===== src/rtl/lc3_timer_ctrl.sv =====
// LC-3 memory-mapped timer: config registers, prescaler, start/stop/one-shot
// sequencing and a 24-bit down-counter with level interrupt on expiry.
module lc3_timer_ctrl #(
  parameter int unsigned CNT_W = 24,
  parameter int unsigned PRE_W = 8
) (
  input  logic        clk,
  input  logic        reset_n,
  input  logic        sel,
  input  logic        we,
  input  logic [2:0]  addr,
  input  logic [15:0] wdata,
  output logic [15:0] rdata,
  output logic        rvalid,
  output logic        irq,
  input  logic        irq_ack,
  output logic        tc,
  output logic        tp
);

  localparam int unsigned HI_W = CNT_W - 16;

  typedef enum logic {
    IDLE = 1'b0,
    RUN  = 1'b1
  } state_t;

  state_t state, state_nxt;

  logic             oneshot;
  logic             ie;
  logic [PRE_W-1:0] prescale;
  logic [PRE_W-1:0] pre_cnt;
  logic [CNT_W-1:0] reload;
  logic [CNT_W-1:0] reload_m1;
  logic [CNT_W-1:0] count;
  logic [HI_W-1:0]  shadow;
  logic             expired;

  logic        rd, wr;
  logic        ctrl_wr, stop_req, start_req, w1c;
  logic        tick, expire;
  logic [15:0] rd_val;

  assign rd        = sel & ~we;
  assign wr        = sel & we;
  assign ctrl_wr   = wr && (addr == 3'd0);
  assign stop_req  = ctrl_wr & ~wdata[0];
  assign start_req = ctrl_wr & wdata[0];
  assign w1c       = wr && (addr == 3'd5) && wdata[0];

  // RELOAD=0 wraps to all-ones, giving a full 2^CNT_W period.
  assign reload_m1 = reload - CNT_W'(1);

  assign tick   = (state == RUN) && (pre_cnt == '0);
  // A stop write in the expiry cycle suppresses the expiry entirely.
  assign expire = tick && (count == '0) && !stop_req;

  assign irq = expired & ie;

  always_ff @(posedge clk or negedge reset_n) begin
    if (!reset_n) state <= IDLE;
    else          state <= state_nxt;
  end

  always_comb begin
    state_nxt = state;
    unique case (state)
      IDLE: if (start_req) state_nxt = RUN;
      RUN:  if (stop_req || (expire && oneshot)) state_nxt = IDLE;
      default: state_nxt = IDLE;
    endcase
  end

  always_comb begin
    rd_val = '0;
    unique case (addr)
      3'd0: begin
        rd_val[0]          = (state == RUN);
        rd_val[1]          = oneshot;
        rd_val[2]          = ie;
        rd_val[8 +: PRE_W] = prescale;
      end
      3'd1:    rd_val            = reload[15:0];
      3'd2:    rd_val[HI_W-1:0]  = reload[CNT_W-1:16];
      3'd3:    rd_val            = count[15:0];
      3'd4:    rd_val[HI_W-1:0]  = shadow;
      3'd5:    rd_val[1:0]       = {(state == RUN), expired};
      default: rd_val            = '0;
    endcase
  end

  always_ff @(posedge clk or negedge reset_n) begin
    if (!reset_n) begin
      oneshot  <= 1'b0;
      ie       <= 1'b0;
      prescale <= '0;
      reload   <= '0;
    end else begin
      if (ctrl_wr) begin
        oneshot  <= wdata[1];
        ie       <= wdata[2];
        prescale <= wdata[8 +: PRE_W];
      end
      if (wr && (addr == 3'd1)) reload[15:0]       <= wdata;
      if (wr && (addr == 3'd2)) reload[CNT_W-1:16] <= wdata[HI_W-1:0];
    end
  end

  always_ff @(posedge clk or negedge reset_n) begin
    if (!reset_n) begin
      count   <= '0;
      pre_cnt <= '0;
    end else if ((state == IDLE) && start_req) begin
      count   <= reload_m1;
      pre_cnt <= wdata[8 +: PRE_W];
    end else if ((state == RUN) && !stop_req) begin
      if (tick) begin
        pre_cnt <= prescale;
        if (count != '0)  count <= count - CNT_W'(1);
        else if (!oneshot) count <= reload_m1;
      end else begin
        pre_cnt <= pre_cnt - PRE_W'(1);
      end
    end
  end

  // Set has priority over both clear sources.
  always_ff @(posedge clk or negedge reset_n) begin
    if (!reset_n) begin
      expired <= 1'b0;
      tc      <= 1'b0;
      tp      <= 1'b0;
    end else begin
      if (irq_ack || w1c) expired <= 1'b0;
      if (expire)         expired <= 1'b1;
      tc <= expire;
      if (expire) tp <= ~tp;
    end
  end

  always_ff @(posedge clk or negedge reset_n) begin
    if (!reset_n) begin
      rdata  <= '0;
      rvalid <= 1'b0;
      shadow <= '0;
    end else begin
      rvalid <= rd;
      if (rd) rdata <= rd_val;
      if (rd && (addr == 3'd3)) shadow <= count[CNT_W-1:16];
    end
  end

endmodule


===== config.mk =====
export PLATFORM = sky130hd
export DESIGN_NAME = lc3_timer_ctrl
export DESIGN_NICKNAME = d
export VERILOG_FILES = /design/src/rtl/lc3_timer_ctrl.sv
export SDC_FILE = /design/constraint.sdc
export NUM_CORES = 1
export LEC_CHECK = 0
export ABC_CLOCK_PERIOD_IN_PS = 2630
export CORE_UTILIZATION = 49
export DETAILED_ROUTE_END_ITERATION = 8
export PLACE_DENSITY = 0.69
export SETUP_SLACK_MARGIN = 0.4
export SLEW_MARGIN = 20
export SYNTH_ARGS = -nofsm -noshare
export SYNTH_HDL_FRONTEND = slang
export SYNTH_SLANG_ARGS = --single-unit
export TNS_END_PERCENT = 20

===== constraint.sdc =====
create_clock -name clk -period 2.63 [get_ports clk]
set_clock_uncertainty 0.05 [all_clocks]
set_input_delay 0.526 -clock clk [delete_from_list [all_inputs] [get_ports clk]]
set_output_delay 0.526 -clock clk [all_outputs]
set_load 0.05 [all_outputs]

==> run_results.csv, run 1 <==
group,metric,value,unit
floorplanning,fp.dieW,109,um
detailed_routing,detail_route.first_pass.iterations,5,
timing,final-hold-violation-count,0,
clock_network,clk_root_buffer_cell,"clkbuf_16",
clock_network,ctsHoldBuffers,0,
logic_synthesis,synthArstFlopShare,1.00,
timing,layout_setup_ws,0.107,ns
final_layout,area_taken_by_flip_flops_and_latches,0.00238,sq mm
detailed_routing,route.met3.wl,1200,um
place,dp_worst_setup_slack,-0.288,ns
timing,period_share,0.959,
run,max_cap_viol_count,0,
worst_setup_path,worst-path-max-fanout,5,
timing,hold_slack,0.0445,ns
worst_setup_path,cp-end-kind,"flop",
final_layout,top_library_cells_by_usage_in_the_layout_fill_and_taps_aside,"93 x dfrtp_1, 80 x nand2_1, 71 x buf_4",
clock_network,cts_buffers,9,
logic_synthesis,synthesis.area,0.00561,sq mm
final_layout,layout.cell_area.non_filler,0.00720,sq mm
detailed_routing,wl_met2,7920,um
timing,fmax,0.396,GHz
power_and_ir_drop,worst_ir_drop_vdd,0.504,mV
final_layout,nNetsFinal,746,
place,post_place_cell_area,0.00662,sq mm
logic_synthesis,post_synth_fa_ha_maj_area_fraction,0.0112,
worst_setup_path,crit_path_start_kind,"flop",
grt,global_route.overflow_total,0,
floorplanning,initial_core_util,0.511,
power_and_ir_drop,power.density,672,mW/mm^2
logic_synthesis,synth-xor-area-share,0.0375,
clock_network,tritoncts,"done",
worst_setup_path,cp_cell_sequence,"or4_4 > or4_4 > o22ai_4 > buf_6 > buf_16 > nor3_4 > a21oi_2 > o22ai_1",
detailed_routing,vias,5312,
logic_synthesis,post_synth_net_total,644,
place,port-buffer-count,43,
final_layout,finish.cell_count_without_fillers,861,
place,dp_hpwl,12700,um
worst_setup_path,critPathKind,"reg -> reg",
logic_synthesis,synth_compound_gate_area_share,0.188,
grt,antenna_found_initial,0,
clock_network,h-tree-depth,3,
floorplanning,ioPinCount,44,
logic_synthesis,netlist.area_leader.share,0.424,
worst_setup_path,worst_r2r_startpoint,"count[6]",
grt,grt_first_pass_wirelength,27300,um
worst_setup_path,critical_path.startpoint,"count[6]",
final_layout,area_growth,28.4,%
timing,rsz_0062_raised_after_global_routing,"yes",
min_path,hold_class,"in -> async",
detailed_routing,top_layer_used,"met4",
clock_network,clkTransAtPathRegs,0.07,ns
floorplanning,placement_rows,38,
final_layout,final_common_cell,"dfrtp_1",
detailed_routing,wl,17600,um
worst_setup_path,critPathRequiredTime,2.82,ns
final_layout,fill_cells,895,
logic_synthesis,synthesis.yosys.warnings,0,
worst_setup_path,rr_endpoint,"count[21]",
status,outcome,"completed",
logic_synthesis,dominant_combinational_cell_family_by_area_after_synthesis,"simple AND/OR/NAND/NOR gates",
worst_setup_path,slowest_stage,"or4_4",
place,gpl.final_weighted_congestion,0.926,
worst_setup_path,timing.critical_path.slowest_cell_delay,0.61,ns
floorplanning,die_area,0.0119,sq mm
logic_synthesis,gate_count_after_technology_mapping,615,
logic_synthesis,synth_top_cells_by_area,"dfrtp_1 42%, mux2_2 8.2%, nand2_1 5.4%",
detailed_routing,avgRoutedWirePerCell,20.4,um
place,placedCellCount,830,
clock_network,clock_path_buffers,2,
floorplanning,fp.coreArea,0.0110,sq mm
logic_synthesis,yosysUniqueCellTypes,62,
worst_setup_path,r2r_cells,8,
logic_synthesis,synth_area_leader_cell,"dfrtp_1",
clock_network,tritoncts_num_sinks,95,
logic_synthesis,register_bit_count_reported_by_yosys,95,
timing,slew_viol_final,0,
logic_synthesis,yosys.area_share.simple,0.208,
worst_setup_path,regToRegSetupSlack,0.11,ns
grt,grt_max_degree,43,
final_layout,multi_input_comb_area,0.00315,sq mm
detailed_routing,detail_route.vias_per_cell,6.17,
logic_synthesis,number_of_synthesized_flops_with_an_enable_pin,0,
detailed_routing,routedLengthMet1,8100,um
logic_synthesis,ys.flop_type,"dfrtp_1",
grt,first_global_vias,5101,
final_layout,num_antenna_cells,0,
worst_setup_path,cp_common_cell,"or4_4",
timing,slew_headroom,0.628,
timing,setup_violations,0,
timing,fin_crit,2.52,ns
power_and_ir_drop,p_leak,3.00,nW
logic_synthesis,synth.mux.area_fraction,0.0930,
logic_synthesis,synthesis.area_per_instance,9.12,sq um
final_layout,layout-drive-gt1-share,0.243,
timing,worst_pin_slew,0.553,ns
detailed_routing,drc_errors,0,
detailed_routing,drt_iter0_drc,378,
logic_synthesis,yosysSeqAreaShare,0.424,
clock_network,clkLatencyLatePin,0.35,ns
grt,grt_util_all_layers,0.310,
detailed_routing,ant_nets,0,
worst_setup_path,worst-endpoint-arrival,2.71,ns
floorplanning,die_y,109,um
[Yosys cell counts (all sizes together), types with 3 or more instances]
cell     n
mux2i    6
ha       5
clkbuf  26
xor2    12
xnor2   12
buf     11
nand2b   7
or3      5
nand3b   3
a31oi   11
nand3   12
a21oi   43
inv     14
nor2    37
a211oi   4
nor3    23
nand4    6
o22ai   12
o22a    11
mux2    41
a22oi    9
nor4    18
or4     12
a221oi   3
nor3b    9
o21ai   57
dfrtp   95
nand2   80
[worst max-delay path: cells and delay by family, from the launching register on]
family	cells	cell delay (ns)
flip-flops	1	0.38
buffers and inverters	2	0.27
AND/OR/NAND/NOR	3	1.22
AO/OA/AOI/OAI	3	0.48
[what timing repair did]
action                                  in CTS  in global routing
endpoints found under the setup margin      40                 51
gates cloned                                 2                  1
resized for setup                           12                 32
pin swaps                                    6                 11
setup buffers                                9                  4
[state kept, by name, indices dropped and copies added (netlist names)]
| signal | count |
|---|---|
| reload | 24 |
| rdata | 16 |
| shadow | 8 |
| count | 24 |
| prescale | 8 |
| expired | 1 |
| rvalid | 1 |
| oneshot | 1 |
| pre_cnt | 8 |
| tc | 1 |
| ie | 1 |
| state | 1 |
| tp | 1 |
[cell type report]
class | instances | area share
Clock buffer | 10 | 0.0332
Timing Repair Buffer | 127 | 0.162
Sequential cell | 95 | 0.330
Tap cell | 140 | 0.0243
Inverter | 14 | 0.00730
Clock inverter | 5 | 0.00486
Multi-Input combinational cell | 470 | 0.437
[stage by stage]
| step | utilization | power (mW) | TNS, ns |
|---|---|---|---|
| finish | 0.656 | 4.84 | 0 |
| global route | 0.656 | 5.07 | 0 |
| CTS | 0.642 | 4.79 | 0 |
| detailed placement | 0.603 | 3.51 | -2.55 |
| global placement | 0.603 | 3.46 | -2.03 |
| floorplan | - | 2.90 | 0 |
[worst max path at each step]
stage	end	slack, ns	depth (start not counted)
finish	count[21]	0.11	8
global route	count[18]	0.05	8
CTS	count[23]	0.11	10
detailed placement	count[5]	-0.29	8
global placement	count[13]	-0.25	8
floorplan	count[12]	0.27	7
[where the power goes]
part | switching [mW] | internal, mW | total [mW] | leakage, nW
clock | 0.580 | 0.662 | 1.24 | 0.134
combinational | 0.840 | 0.706 | 1.55 | 1.69
sequential | 0.333 | 1.72 | 2.05 | 1.17
total | 1.75 | 3.09 | 4.84 | 3.00
[per-layer routing]
layer,GRT usage,vias up
met2,0.473,244
met4,0.104,0
li1,-,2467
met1,0.447,2573
met3,0.0460,28
met5,0,-
[cell families (layout without fill, tap and decap cells)]
logic type	after synthesis	after routing
compound gates	168	169
xor+xnor	24	24
fa+ha+maj	5	5
buf+inv	51	156
flops	95	95
mux	47	47
simple gates	225	225
Power figures use the tool's default switching activity.
==> run 2, diff against run 1 <==
--- a/config.mk
+++ b/config.mk
@@ -9,7 +9,6 @@
 export CORE_UTILIZATION = 49
 export DETAILED_ROUTE_END_ITERATION = 8
 export PLACE_DENSITY = 0.69
-export SETUP_SLACK_MARGIN = 0.4
 export SLEW_MARGIN = 20
 export SYNTH_ARGS = -nofsm -noshare
 export SYNTH_HDL_FRONTEND = slang
==> run 2 against run 1 <==
  * Maximum frequency grew 0.23%
  * Wire length is 5.3% lower
  * Via count fell by 2.0%
  * Combinational power fell by 6%
  * Clock-buffer cell count is 1 lower
  * Worst hold slack improved by 0.068 ns
  * First-iteration DRC count is 22% higher
  * Non-clock buffer count shrank 14
  * Sequential cell count is the same
  * Cell area fell by 3.6%
  * Highest routed layer unchanged
==> run_results.csv, run 2 (same netlist as run 1, synthesis figures left out) <==
group,metric,value,unit
clock_network,clk_root_buffer_cell,"clkbuf_16",
worst_setup_path,critPathKind,"reg -> reg",
timing,slew_viol_final,0,
detailed_routing,ant_nets,0,
timing,fmax,0.397,GHz
clock_network,cts_buffers,9,
grt,grt_util_all_layers,0.302,
final_layout,top_regs,"count x24, reload x24, rdata x16",
final_layout,top_library_cells_by_usage_in_the_layout_fill_and_taps_aside,"95 x dfrtp_1, 80 x nand2_1, 67 x buf_4",
detailed_routing,drt_iter0_drc,461,
floorplanning,placement_rows,38,
final_layout,area_growth,23.7,%
timing,slew_headroom,0.611,
floorplanning,die_y,109,um
clock_network,tritoncts_num_sinks,95,
worst_setup_path,critPathRequiredTime,2.82,ns
power_and_ir_drop,worst_ir_drop_vdd,0.427,mV
final_layout,final_common_cell,"dfrtp_1",
timing,period_share,0.957,
grt,global_route.overflow_total,0,
final_layout,num_antenna_cells,0,
worst_setup_path,slowest_stage,"or4_4",
clock_network,tritoncts,"done",
grt,grt_first_pass_wirelength,26900,um
run,max_cap_viol_count,0,
detailed_routing,drc_errors,0,
power_and_ir_drop,p_total,4.88,mW
timing,setup_tns,0,ns
place,gpl.final_weighted_congestion,0.957,
timing,fin_crit,2.52,ns
floorplanning,fp.dieW,109,um
clock_network,clock_path_buffers,2,
worst_setup_path,worst-endpoint-arrival,2.70,ns
final_layout,layout-drive-gt1-share,0.208,
power_and_ir_drop,p_leak,2.88,nW
worst_setup_path,cp_cell_sequence,"inv_2 > ha_1 > or4b_4 > or4_4 > o22ai_4 > buf_12 > buf_4 > nor3_1 > a21oi_1 > o22ai_1",
worst_setup_path,cell_family_with_most_cp_delay,"simple AND/OR/NAND/NOR gates",
detailed_routing,wl,16600,um
floorplanning,fp.coreArea,0.0110,sq mm
timing,rsz_0062_raised_after_global_routing,"no",
clock_network,h-tree-depth,3,
place,dp_hpwl,12300,um
clock_network,clkTransAtPathRegs,0.07,ns
status,outcome,"completed",
detailed_routing,detail_route.vias_per_cell,6.15,
detailed_routing,detail_route.first_pass.iterations,5,
grt,first_global_vias,4989,
worst_setup_path,worst-path-max-fanout,6,
grt,grt_max_degree,46,
floorplanning,die_area,0.0119,sq mm
final_layout,nNetsFinal,731,
detailed_routing,avgRoutedWirePerCell,19.6,um
worst_setup_path,cp-end-kind,"flop",
min_path,hold_class,"in -> async",
timing,setup_violations,0,
final_layout,fill_cells,923,
timing,final-hold-violation-count,0,
worst_setup_path,worst-path-buf-inv,3,
worst_setup_path,timing.critical_path.slowest_cell_delay,0.48,ns
clock_network,clkLatencyLatePin,0.36,ns
grt,antenna_found_initial,0,
timing,hold_slack,0.112,ns
final_layout,utilization,0.632,
floorplanning,initial_core_util,0.511,
power_and_ir_drop,power.density,703,mW/mm^2
place,port-buffer-count,43,
detailed_routing,vias,5207,
timing,worst_pin_slew,0.583,ns
floorplanning,ioPinCount,44,
worst_setup_path,crit_path_start_kind,"flop",
run 2: timing repair:
item / CTS / global route
hold buffers: 0 / 0
endpoints found under the setup margin: 4 / 11
endpoints found under the hold margin: 0 / 0
gates resized for setup: 0 / 5
pin swaps: 1 / 1
buffers inserted: 2 / 1
run 2: layout make-up:
class | instances | area (sq um) | share of cell area
sequential | 95 | 2380 | 0.342
tap | 140 | 175 | 0.0252
clock buffer | 9 | 225 | 0.0324
clock inverter | 7 | 80.1 | 0.0115
multi-input combinational | 469 | 3040 | 0.437
timing repair buffer | 113 | 995 | 0.143
inverter | 14 | 52.6 | 0.00757
run 2: worst paths after layout:
check / start / endpoint / slack (ns) / depth (start not counted)
min in group clk: tp / tp / 0.42 / 1
worst max register to register: count[0] / count[16] / 0.11 / 10
worst min-delay path: reset_n / count[10] / 0.11 / 1
max in group asynchronous: reset_n / count[1] / 1.78 / 2
worst max-delay path: count[0] / count[16] / 0.11 / 10
worst min register to register: tp / tp / 0.42 / 1
run 2: per-stage QoR:
stage	area [sq um]	std cells	setup WS, ns
3_3_place_gp	6580	828	-0.0349
2_1_floorplan	5610	615	0.202
3_5_place_dp	6580	828	-0.0712
4_1_cts	6920	846	0.0606
6_report	6940	847	0.112
5_1_grt	6940	847	0.00843
run 2: report_power, final:
part	switching [mW]	leakage, nW	internal [mW]
clock	0.630	0.143	0.748
combinational	0.775	1.56	0.671
sequential	0.341	1.18	1.72
total	1.75	2.88	3.14
run 2: per-layer routing:
layer	wire length, um	GRT usage	vias to the layer above
li1	-	-	2432
met1	7610	0.449	2511
met4	299	0.110	0
met5	0	0	-
met3	1290	0.0490	20
met2	7440	0.440	244
